<file path="config.mk">
export PLATFORM = sky130hd
export DESIGN_NAME = times_table_loader
export DESIGN_NICKNAME = d
export VERILOG_FILES = /design/src/rtl/times_table_loader.sv
export SDC_FILE = /design/constraint.sdc
export NUM_CORES = 1
export LEC_CHECK = 0
export ABC_AREA = 1
export BUFFER_PORTS_ARGS = -buffer_cell sky130_fd_sc_hd__buf_2
export CELL_PAD_IN_SITES_DETAIL_PLACEMENT = 1
export CELL_PAD_IN_SITES_GLOBAL_PLACEMENT = 1
export CORE_MARGIN = 8
export CORE_UTILIZATION = 35
export DETAILED_ROUTE_END_ITERATION = 10
export PLACE_DENSITY = 0.63
export SLEW_MARGIN = 20
export SYNTH_ARGS = -nofsm -noshare
export SYNTH_HDL_FRONTEND = slang
export SYNTH_SLANG_ARGS = --single-unit
</file>
<file path="constraint.sdc">
create_clock -name clk -period 2.4 [get_ports clk]
set_input_delay 0.12 -clock clk [delete_from_list [all_inputs] [get_ports clk]]
set_output_delay 0.12 -clock clk [all_outputs]
set_load 0.03 [all_outputs]
</file>
<file path="src/rtl/times_table_loader.sv">
// times_table_loader
// Fills the 64-word times-table RAM with a*b for a, b in 0..7 on a start request.
// Each product comes from a 3-step shift-add multiply and is then written in one
// cycle, which gives 4 cycles per entry and 257 cycles per full load.
//
// Ports:
//   clk       system clock, rising edge
//   rst_n     asynchronous active-low reset
//   start     load request, sampled only while idle
//   busy      high while multiplying or writing
//   done      one-cycle pulse when the load completes
//   mem_we    RAM write enable
//   mem_addr  RAM address {a, b}
//   mem_din   RAM write data a*b
module times_table_loader (
  input  logic       clk,
  input  logic       rst_n,
  input  logic       start,
  output logic       busy,
  output logic       done,
  output logic       mem_we,
  output logic [5:0] mem_addr,
  output logic [5:0] mem_din
);

  typedef enum logic [1:0] {
    S_IDLE,
    S_MULT,
    S_WRITE,
    S_DONE
  } state_t;

  state_t     state_q, state_d;
  logic [5:0] idx_q, idx_d;
  logic [5:0] acc_q, acc_d;
  logic [1:0] step_q, step_d;

  logic       busy_q, busy_d;
  logic       done_q, done_d;
  logic       we_q, we_d;
  logic [5:0] addr_q, addr_d;
  logic [5:0] din_q, din_d;

  logic [2:0] op_a;
  logic [3:0] op_b_ext;

  assign op_a     = idx_q[5:3];
  // Zero-extended so any step value indexes in range.
  assign op_b_ext = {1'b0, idx_q[2:0]};

  always_comb begin
    state_d = state_q;
    idx_d   = idx_q;
    acc_d   = acc_q;
    step_d  = step_q;

    unique case (state_q)
      S_IDLE: begin
        if (start) begin
          idx_d   = '0;
          acc_d   = '0;
          step_d  = '0;
          state_d = S_MULT;
        end
      end
      S_MULT: begin
        if (op_b_ext[step_q]) begin
          acc_d = acc_q + ({3'b000, op_a} << step_q);
        end
        if (step_q == 2'd2) begin
          state_d = S_WRITE;
        end else begin
          step_d = step_q + 2'd1;
        end
      end
      S_WRITE: begin
        if (idx_q == 6'd63) begin
          state_d = S_DONE;
        end else begin
          idx_d   = idx_q + 6'd1;
          acc_d   = '0;
          step_d  = '0;
          state_d = S_MULT;
        end
      end
      S_DONE: begin
        state_d = S_IDLE;
      end
      default: begin
        state_d = S_IDLE;
      end
    endcase
  end

  // Outputs are registered, decoded from the next state so they line up with it.
  always_comb begin
    busy_d = (state_d == S_MULT) || (state_d == S_WRITE);
    done_d = (state_d == S_DONE);
    we_d   = (state_d == S_WRITE);
    addr_d = addr_q;
    din_d  = din_q;
    if (state_d == S_WRITE) begin
      addr_d = idx_d;
      din_d  = acc_d;
    end
  end

  always_ff @(posedge clk or negedge rst_n) begin
    if (!rst_n) begin
      state_q <= S_IDLE;
      idx_q   <= '0;
      acc_q   <= '0;
      step_q  <= '0;
      busy_q  <= 1'b0;
      done_q  <= 1'b0;
      we_q    <= 1'b0;
      addr_q  <= '0;
      din_q   <= '0;
    end else begin
      state_q <= state_d;
      idx_q   <= idx_d;
      acc_q   <= acc_d;
      step_q  <= step_d;
      busy_q  <= busy_d;
      done_q  <= done_d;
      we_q    <= we_d;
      addr_q  <= addr_d;
      din_q   <= din_d;
    end
  end

  assign busy     = busy_q;
  assign done     = done_q;
  assign mem_we   = we_q;
  assign mem_addr = addr_q;
  assign mem_din  = din_q;

endmodule

</file>
Yosys cells after proc, flatten, opt, wreduce, memory -nomap -nowiden:

Cells that the tools add are included.

* reduce and logical (&&, ||, !) cells: 4
* divide/modulo/power cells: 0
* $add $sub $neg: 3
* $mul: 0
* multiplexer cells: 17
* shift-type cells: 1
* equality and inequality tests: 11
* $lt $le $gt $ge: 1
* bitwise gates (word level): 0

Operators with widths (number)
* $mux 6: 5
* $pmux 6 s3: 1
* $mux 2: 6
* $pmux 6 s2: 1
* $eq 2x2->1 const B: 5
* $pmux 2 s4: 1
* $add 6x1->6 const B: 1
* $add 6x6->6: 1
* $eq 6x6->1 const B: 1
* $ne 2x2->1 const B: 3
* $pmux 2 s3: 1
* $shl 3x2->6: 1
* $eq 2x1->1 const B: 2
* $reduce_and 4->1: 1
* $lt 2x3->1 const B: 1
* $reduce_bool 3->1: 1
* $add 2x1->2 const B: 1
* $bmux 1 s2: 1
* $logic_not 2->1: 1
* $logic_or 1x1->1: 1
* $mux 1: 1

* input port bits: 3
* bits in latches: 0
* bits in registers: 31
* memory bits (read-only): 0
* RAM bits: 0
* output and inout bits: 15
* memories: 0
* logic and storage cells: 46

Logic depth before layout (Yosys ltp):

Gate-level depths: netlist of the first run.

* depth after elaboration: 5
* depth in mapped cells: 15
* depth with buffers taken out: 15

Least setup slack after synthesis of the first run:

Ideal clock, no wire load.

* kind: reg-to-reg
* start point: register state_q[0]
* end point: register addr_q[3], in the netlist mem_addr[3]
* clock period less this slack: 1856 ps
* data required time: 2326 ps
* setup time: 74 ps
* arrival time: 1782 ps
* path slack: 544 ps
* cell stages (with the launch flop): 13
* path buffers: 1
* path through: dfrtp_1 inv_2 nor2_4 inv_2 nand2_2 inv_1 a21oi_1 inv_1 ha_1 inv_1 buf_1 nand2_1 o21ai_2

* longest elaborated chain between the ends: 3
* elaborated cells between the ends (all ways): 9
* classes of those cells: eq/ne (4); mux (4); reduce/logical (1)

Ends and longest elaborated chain
* start, declared: line 33 `state_t state_q, state_d;`
* start signal, assigned: line 120 `state_q <= state_d;`
* $eq 2x2->1 (tied with other cells): line 57 `unique case (state_q)`
* $pmux 2 s4 (*): line 57
* named net state_d[0]: line 33
* $eq 2x2->1 (*)
* named net we_d: line 40 `logic we_q, we_d;`
* end signal, assigned: line 127 `addr_q <= addr_d;`
* end, declared: line 41 `logic [5:0] addr_q, addr_d;`

Mark *: on every way through the listed nets, which the timed path passes. The rest lies on a longest branch.
A chain may end at the register's enable or synchronous reset.

Final worst setup path of the first run:

* start point: register step_q[0]
* end point: register addr_q[3], in the netlist mem_addr[3]

* longest elaborated chain between the ends: 4

Ends and longest elaborated chain
* start, declared: line 36 `logic [1:0] step_q, step_d;`
* start signal, assigned: line 123 `step_q <= step_d;`
* $eq 2x2->1: line 70 `if (step_q == 2'd2) begin`
* $mux 2: line 70
* $pmux 2 s4: line 57
* named net state_d[0]: line 33
* $eq 2x2->1
* named net we_d: line 40

The timed path passes the listed nets, and every way through them passes these cells.

==> results of run 1 <==
==> power by group <==
group	leakage, nW	internal, mW	switching (mW)
clock network	0.0470	0.225	0.186
logic	0.655	0.419	0.863
registers	0.399	0.717	0.164
==> metal layers <==
layer  share of wire (%)  track usage [%]  vias up
li1                    -                -      730
met1                  49             15.5      688
met2                  48             21.7       13
met3                 2.2             2.93        5
met4                 1.2             4.23        0
met5                   0                0        -
==> cell type report <==
| class | instances | area (sq um) |
|---|---|---|
| multi-input combinational | 154 | 830 |
| timing repair buffer | 23 | 133 |
| fill | 594 | 2750 |
| tap | 67 | 83.8 |
| inverter | 26 | 97.6 |
| sequential | 31 | 776 |
| clock inverter | 1 | 5.00 |
| clock buffer | 6 | 82.6 |
==> kinds of logic (layout without fill, tap and decap cells) <==
group                    count (synthesis)  in the layout  share of synthesized area (%)
XOR/XNOR                                 4              4                           2.02
flip-flops                              31             31                           44.7
adder cells (fa/ha/maj)                 10             10                           7.64
AO/OA/AOI/OAI                           25             25                           8.44
AND/OR/NAND/NOR                        115            115                           29.7
buffers and inverters                   31             56                           7.50
==> per-stage QoR <==
stage	cells	setup slack (ns)
global placement	300	0.305
CTS	308	0.264
floorplan	216	0.544
finish	308	0.294
global route	308	0.0840
detailed placement	300	0.270
==> flip-flops by register name, summed over array words and instances, names as in the netlist <==
register / cells
busy: 1
step_q: 2
mem_addr: 6
idx_q: 6
acc_q: 6
mem_din: 6
state_q: 2
done: 1
mem_we: 1
==> cells in the mapped netlist <==
cell type   n
o21ai_2     1
dfrtp_1    31
a21oi_1     5
o21ai_0    10
inv_1      22
nor2_4      2
o211ai_1    2
o21ai_1     1
a21oi_2     1
ha_1        9
xor2_1      4
nand3_1    16
nand2_2     3
nand3_2     2
or2_2       1
nand2_1    73
fa_1        1
nand4_4     1
buf_6       1
buf_2       2
o21bai_1    1
buf_1       1
and2_4      1
inv_2       4
nor2_1     14
a21boi_0    1
nand4_1     1
nor3_1      1
buf_4       1
a31oi_1     3
==> worst max-delay path: stages (launching register included) <==
cell	delay, ns
dfrtp_1	0.53
inv_2	0.11
ha_1	0.25
a21oi_1	0.29
inv_1	0.08
ha_1	0.29
inv_1	0.30
nand2_1	0.11
o21ai_2	0.07
==> path summary, 6_finish.rpt <==
| kind | from | to | slack, ns | depth (start not counted) |
|---|---|---|---|---|
| setup / recovery | step_q[0] | mem_addr[3] | 0.29 | 8 |
| hold / removal | rst_n | done | 0.42 | 2 |
| hold reg to reg | mem_addr[0] | mem_addr[0] | 0.47 | 2 |
| min in group clk | start | acc_q[3] | 0.44 | 6 |
| max in group asynchronous | rst_n | step_q[1] | 1.52 | 2 |
| setup reg to reg | step_q[0] | mem_addr[3] | 0.29 | 8 |
==> repair_timing <==
action	in CTS	in global routing
hold buffers	1	0
endpoints found under the setup margin	0	0
setup buffers	0	0
hold endpoints to repair	31	0
==> run metrics, run 1 <==
required time of the worst setup path 2.61 ns; headroom to the max-slew limit 53.2%; Power, Total 2.57 mW; H-tree depth 2; Least-Margin Pin Slew 0.701 ns; CP max FO 11; Final ANT Viol Nets 0; max cap viols 0; Worst VDD drop 0.492 mV; initial antenna violation count 0; clock sinks 31; mapped cell area 0.00174 sq mm; Netlist cell types 30; largest net degree at the start of global routing 32; Top Ports 18; Bufs on Longest Clock Path 2; most frequent cells in the layout nand2_1, dfrtp_1, inv_1; LEAKAGE 1.10 nW; CTS tree yes; register area share after synthesis 44.7%; DRC Markers 0; die area 0.00747 sq mm; Clock Tree Root clkbuf_8; Min-Delay Path Class in -> async; total CTS buffers 5; Hold Vio Cnt, Final 0; Vias/cell 4.66; Rows 25; dpl cell area 0.00191 sq mm; period utilisation layout 87.7%; dominant cell type by area after synthesis dfrtp_1; Final nets 254; Die Width 86.4 um; area delta synth->final 15.6%; fraction of layout cells with a size suffix above 1 18.7%; Syn Nets 229; Clock Skew 0.00319 ns; syn_area_per_cell 8.03 sq um; WHS 0.423 ns; Warnings, synthesis 0; fmax 475 MHz; First-pass DRT Iterations 4; first-pass GRT wire length 7.53 mm; pwr/cell area 1280 mW/mm^2; Worst setup SP type flip-flop; Setup Viol. Count Final 0; setup TNS 0 ns; Worst Setup End Kind flip-flop; initial core utilization 36.5%; time the worst path needs with I/O delays and setup 2.11 ns; routed wire length 4.26 mm; most common cell after layout, fill and taps aside nand2_1; clk slew on worst S/H paths 0.06 ns; status finished, final reports clean; Yosys reg bits 31; Gate Count Post-Synth 216; clock latency at the later pin of the worst-skew pair 0.28 ns; Util after Layout 42.2%; RSZ-0062 raised after global routing no; Max Transition Viols Final 0; DRT iter0 DRCs 36; Die H 86.4 um; number of global-route vias before repair 1552; grt ovf 0; WS Path Type reg -> reg; All-Layer GR Usage 12.8%; post-CTS resize count 0; Final Cell Area 0.00201 sq mm; post-DP HPWL 3.34 mm; GP Congestion 0.804; drt wl/cell 13.8 um; Synth top area share 44.7%; CP arrival 2.32 ns; Synth area leaders dfrtp_1, nand2_1, ha_1; routed via count 1436; Port Buf Inserts 17; core area 0.00475 sq mm; n_diodes 0
Note: power is estimated with default switching activity, not from simulation.
==> run 2: changes to the inputs <==
--- a/config.mk
+++ b/config.mk
@@ -11,6 +11,7 @@
 export CELL_PAD_IN_SITES_GLOBAL_PLACEMENT = 1
+export CORE_ASPECT_RATIO = 0.7
 export CORE_MARGIN = 8
-export CORE_UTILIZATION = 35
+export CORE_UTILIZATION = 43
 export DETAILED_ROUTE_END_ITERATION = 10
-export PLACE_DENSITY = 0.63
+export PLACE_DENSITY = 0.75
 export SLEW_MARGIN = 20
==> constraint.sdc (replaced) <==
create_clock -name clk -period 2.4 [get_ports clk]
set_input_delay 0.24 -clock clk [delete_from_list [all_inputs] [get_ports clk]]
set_output_delay 0.24 -clock clk [all_outputs]
set_load 0.03 [all_outputs]
==> run 2 against run 1 <==
  * Die area decreased by 15%
  * Power decreased by 0.30%
  * Flip-flop and latch count unchanged
  * Critical endpoint is now mem_din[2]
  * Largest power group unchanged
  * Highest routed layer unchanged
==> run metrics, run 2 (synthesized netlist as in run 1, its figures left out) <==
status finished, final reports clean; Hold Vio Cnt, Final 0 (unchanged); pwr/cell area 1310 mW/mm^2 (+2.4%); drt wl/cell 15.3 um (+10%); n_diodes 0 (unchanged); Bufs on Longest Clock Path 2 (unchanged); first-pass GRT wire length 7.73 mm (+2.7%); post-CTS resize count 0 (unchanged); core area 0.00390 sq mm (-18%); Worst VDD drop 0.684 mV (+39%); fraction of layout cells with a size suffix above 1 17.6% (-1.0 points); period utilisation layout 88.4% (+0.70 points); required time of the worst setup path 2.57 ns (-0.04 ns); initial core utilization 44.5% (+8.0 points); most frequent cells in the layout nand2_1, dfrtp_1, inv_1; Top Ports 18 (unchanged); All-Layer GR Usage 15.1% (+2.3 points); headroom to the max-slew limit 53.2% (about the same); RSZ-0062 raised after global routing no; CP max FO 11 (unchanged); Rows 19 (-24%); WHS 0.00159 ns (-0.422 ns); Final nets 250 (-1.6%); Least-Margin Pin Slew 0.702 ns (+0.000217 ns); initial antenna violation count 0 (unchanged); Vias/cell 5.08 (+9.0%); Die Width 91.9 um (+6.4%); Setup Viol. Count Final 0 (unchanged); Port Buf Inserts 17 (unchanged); fmax 471 MHz (-0.79%); # hold bufs at CTS 0 (-1); H-tree depth 2 (unchanged); Clock Skew 0.00861 ns (+0.00542 ns); WS Path Type reg -> reg; DRT iter0 DRCs 51 (+42%); total CTS buffers 5 (unchanged); GP Congestion 0.794 (-1.2%); Worst setup SP type flip-flop; grt ovf 0 (unchanged); Final ANT Viol Nets 0 (unchanged); Clock Tree Root clkbuf_8; time the worst path needs with I/O delays and setup 2.12 ns (+0.0167 ns); clk slew on worst S/H paths 0.07 ns (about the same); routed via count 1474 (+2.6%); number of global-route vias before repair 1551 (-0.064%); Min-Delay Path Class in -> async; DRC Markers 0 (unchanged); clock latency at the later pin of the worst-skew pair 0.29 ns (about the same); First-pass DRT Iterations 4 (unchanged); largest net degree at the start of global routing 32 (unchanged); Worst Setup End Kind flip-flop; routed wire length 4.44 mm (+4.0%); post-DP HPWL 3.47 mm (+3.7%); die area 0.00636 sq mm (-15%); Die H 69.2 um (-20%); most common cell after layout, fill and taps aside nand2_1; clock sinks 31 (unchanged); area delta synth->final 12.5%; Max Transition Viols Final 0 (unchanged); CP arrival 2.29 ns (-0.03 ns); postcts setup bufs 0 (unchanged); LEAKAGE 1.08 nW (-2.1%); max cap viols 0 (unchanged); CTS tree yes; setup TNS 0 ns (unchanged)
-- run 2: cell count changes in the layout (fill, tap and decap cells not counted) --
cell,delta
buf_4,-3
clkbuf_1,+1
clkinvlp_4,+1
dlygate4sd3_1,-1
clkbuf_8,-1
-- run 2: layout make-up --
class	instances	area, sq um
Clock buffer	6	72.6
Timing Repair Buffer	19	100
Fill cell	512	1950
Clock inverter	2	12.5
Multi-Input combinational cell	154	830
Inverter	26	97.6
Sequential cell	31	776
Tap cell	52	65.1
-- run 2: final timing paths --
kind,cells after the start,from,slack [ns],to
worst min-delay path,1,rst_n,0.002,mem_din[3]
min in group clk,2,mem_din[3],0.48,mem_din[3]
worst max register to register,8,step_q[0],0.28,mem_din[2]
max in group asynchronous,1,rst_n,1.94,mem_addr[5]
worst max-delay path,8,step_q[0],0.28,mem_din[2]
worst min register to register,2,mem_din[3],0.48,mem_din[3]
-- run 2: critical path, stage by stage (launching register included) --
cell	delay, ns
dfrtp_1	0.50
o21ai_0	0.27
nor2_1	0.11
fa_1	0.44
xor2_1	0.17
o21ai_0	0.29
nand2_1	0.09
nand3_1	0.09
nand2_1	0.05
-- run 2: where the power goes --
group / internal (mW) / switching (mW)
clock network: 0.202 / 0.204
logic: 0.401 / 0.869
registers: 0.717 / 0.173
-- run 2: layer usage --
layer	part of all wire, %	routed length, um	global-route usage (%)	up-vias
met5	0	0	0	-
met3	4.2	185	4.22	4
met2	42	1880	21.6	22
li1	-	-	-	726
met1	53	2350	21.6	722
met4	0.56	25	3.74	0
-- run 2: per-stage QoR --
| step | power, mW | instance area, sq um | utilization (%) | std cells | worst slack, ns |
|---|---|---|---|---|---|
| floorplan | 1.82 | 1740 | - | 216 | 0.544 |
| global placement | 2.12 | 1870 | 47.9 | 282 | 0.415 |
| detailed placement | 2.18 | 1870 | 47.9 | 282 | 0.297 |
| CTS | 2.60 | 1950 | 50.1 | 290 | 0.283 |
| global route | 2.81 | 1950 | 50.1 | 290 | 0.108 |
| finish | 2.57 | 1950 | 50.1 | 290 | 0.277 |
==> run 3: changes to the inputs <==
Settings changed: CELL_PAD_IN_SITES_DETAIL_PLACEMENT 1 to 0.
==> run 3 against run 2 <==
  * The run now ends with negative hold slack left
  * Critical path depth rose by 2
  * Highest routed layer unchanged
  * Critical path type unchanged
  * Die area did not move
  * First-iteration DRC count grew 22%
  * Global-route usage fell by 1.9 points
  * Sequential power hardly changed
  * Register-to-register slack better by 0.12 ns
  * Largest power group unchanged
  * Largest cell class unchanged
==> run metrics, run 3 (synthesized netlist as in run 1, its figures left out) <==
total CTS buffers 5 (unchanged); clock sinks 31 (unchanged); Reg2Reg Setup Slack 0.39 ns (+0.12 ns); max cap viols 0 (unchanged); Final nets 250 (unchanged); dominant delay contributor by cell family on the critical path adder cells; Worst setup SP type flip-flop; dpl cell area 0.00187 sq mm (unchanged); fmax 499 MHz (+5.8%); Reg area 776 sq um (unchanged); Power, Total 2.54 mW (-0.86%); required time of the worst setup path 2.57 ns (about the same); Hold Vio Cnt, Final 3 (+3); critical path, cell by cell inv_1 -> nand2_1 -> o21ai_0 -> nor2_1 -> fa_1 -> xor2_1 -> o21ai_0 -> nand2_1 -> nand3_1 -> nand2_1; routed wire length 4.05 mm (-8.8%); Final Cell Area 0.00195 sq mm (unchanged); CTS tree yes; crit path to mem_din[2]; core area 0.00390 sq mm (unchanged); first-pass GRT wire length 6.87 mm (-11%); Least-Margin Pin Slew 0.686 ns (-0.0155 ns); Worst Slack Setup Final 0.394 ns (+0.117 ns); Clock Tree Root clkbuf_8; DP Worst Slack 0.398 ns (+0.101 ns); violations in the final reports negative hold slack; routed via count 1461 (-0.88%); time the worst path needs with I/O delays and setup 2.01 ns (-0.117 ns); area occupied by multi-input gates 830 sq um (unchanged); pwr/cell area 1300 mW/mm^2 (-0.86%); All-Layer GR Usage 13.2% (-1.9 points); area delta synth->final 12.5% (unchanged); DRC Markers 0 (unchanged); Min-Delay Path Class in -> async; clk slew on worst S/H paths 0.07 ns (about the same); Vias/cell 5.04 (-0.88%); Top Ports 18 (unchanged); Worst VDD drop 0.750 mV (+9.7%); Post-Layout Cell Count 290 (unchanged); initial core utilization 44.5% (unchanged); Worst Setup End Kind flip-flop; setup TNS 0 ns (unchanged); Die Width 91.9 um (unchanged); die area 0.00636 sq mm (unchanged); RSZ-0062 raised after global routing no; # hold bufs at CTS 0 (unchanged); WHS -0.00769 ns (-0.00927 ns); FF-to-FF End mem_din[2]; Bufs on Longest Clock Path 2 (unchanged); initial antenna violation count 0 (unchanged); n_diodes 0 (unchanged); Util after Layout 50.1% (unchanged); most frequent cells in the layout nand2_1, dfrtp_1, inv_1; number of global-route vias before repair 1434 (-7.5%); status finished, violations left; post-CTS resize count 0 (unchanged); H-tree depth 2 (unchanged); WS Path Type reg -> reg; R2R cell count 10 (+2); First-pass DRT Iterations 4 (unchanged); post-DP HPWL 3.10 mm (-11%); CP startpoint idx_q[3]; CP arrival 2.18 ns (-0.11 ns); Rows 19 (unchanged); Clock Skew 0.00524 ns (-0.00337 ns); Port Buf Inserts 17 (unchanged); GP Congestion 0.794 (unchanged); FILL cells 388 (-24%); drt wl/cell 14.0 um (-8.8%); Max Transition Viols Final 0 (unchanged); slowest stage delay, CP 0.43 ns (-0.07 ns); most common cell after layout, fill and taps aside nand2_1; fraction of layout cells with a size suffix above 1 17.6% (unchanged); WP depth 10 (+2); reg2reg start idx_q[3]; most used cell, CP nand2_1; DRT iter0 DRCs 62 (+22%); Die H 69.2 um (unchanged); headroom to the max-slew limit 54.3% (+1.0 points); period utilisation layout 83.6% (-4.9 points); Final ANT Viol Nets 0 (unchanged); slowest cell on the critical path fa_1; Bufs and invs on worst path 1 (+1); largest net degree at the start of global routing 32 (unchanged); postcts setup bufs 0 (unchanged); grt ovf 0 (unchanged); Setup Viol. Count Final 0 (unchanged); clock latency at the later pin of the worst-skew pair 0.28 ns (about the same); CP max FO 4 (-7); Post-Place Cells 282 (unchanged); LEAKAGE 1.08 nW (unchanged)
-- run 3: metal layers --
layer | wire length [um] | vias up | share of wire [%] | track usage, %
met2 | 1620 | 34 | 40 | 17.6
li1 | - | 734 | - | -
met1 | 2170 | 687 | 54 | 19.5
met5 | 0 | - | 0 | 0
met4 | 44 | 0 | 1.1 | 4.27
met3 | 208 | 6 | 5.1 | 3.68
-- run 3: power breakdown --
part,switching (mW),total (mW),internal [mW]
Clock,0.196,0.399,0.202
Sequential,0.175,0.892,0.717
Combinational,0.852,1.25,0.401
Total,1.22,2.54,1.32
-- run 3: final cells by class --
class / count / area share [%]
timing repair buffer: 19 / 5.12
clock inverter: 2 / 0.641
tap: 52 / 3.33
multi-input combinational: 154 / 42.5
clock buffer: 6 / 3.72
sequential: 31 / 39.7
inverter: 26 / 5.00
-- run 3: worst min path at each step --
stage / end / start / slack, ns / cells after the start
after CTS: mem_din[3] / rst_n / 0.02 / 1
final: mem_din[3] / rst_n / -0.008 / 1
after floorplan: acc_q[0] / rst_n / -0.06 / 0
after global routing: mem_din[3] / rst_n / 0.05 / 1
after detailed placement: mem_din[1] / rst_n / 0.33 / 1
after global placement: mem_din[3] / rst_n / 0.32 / 1
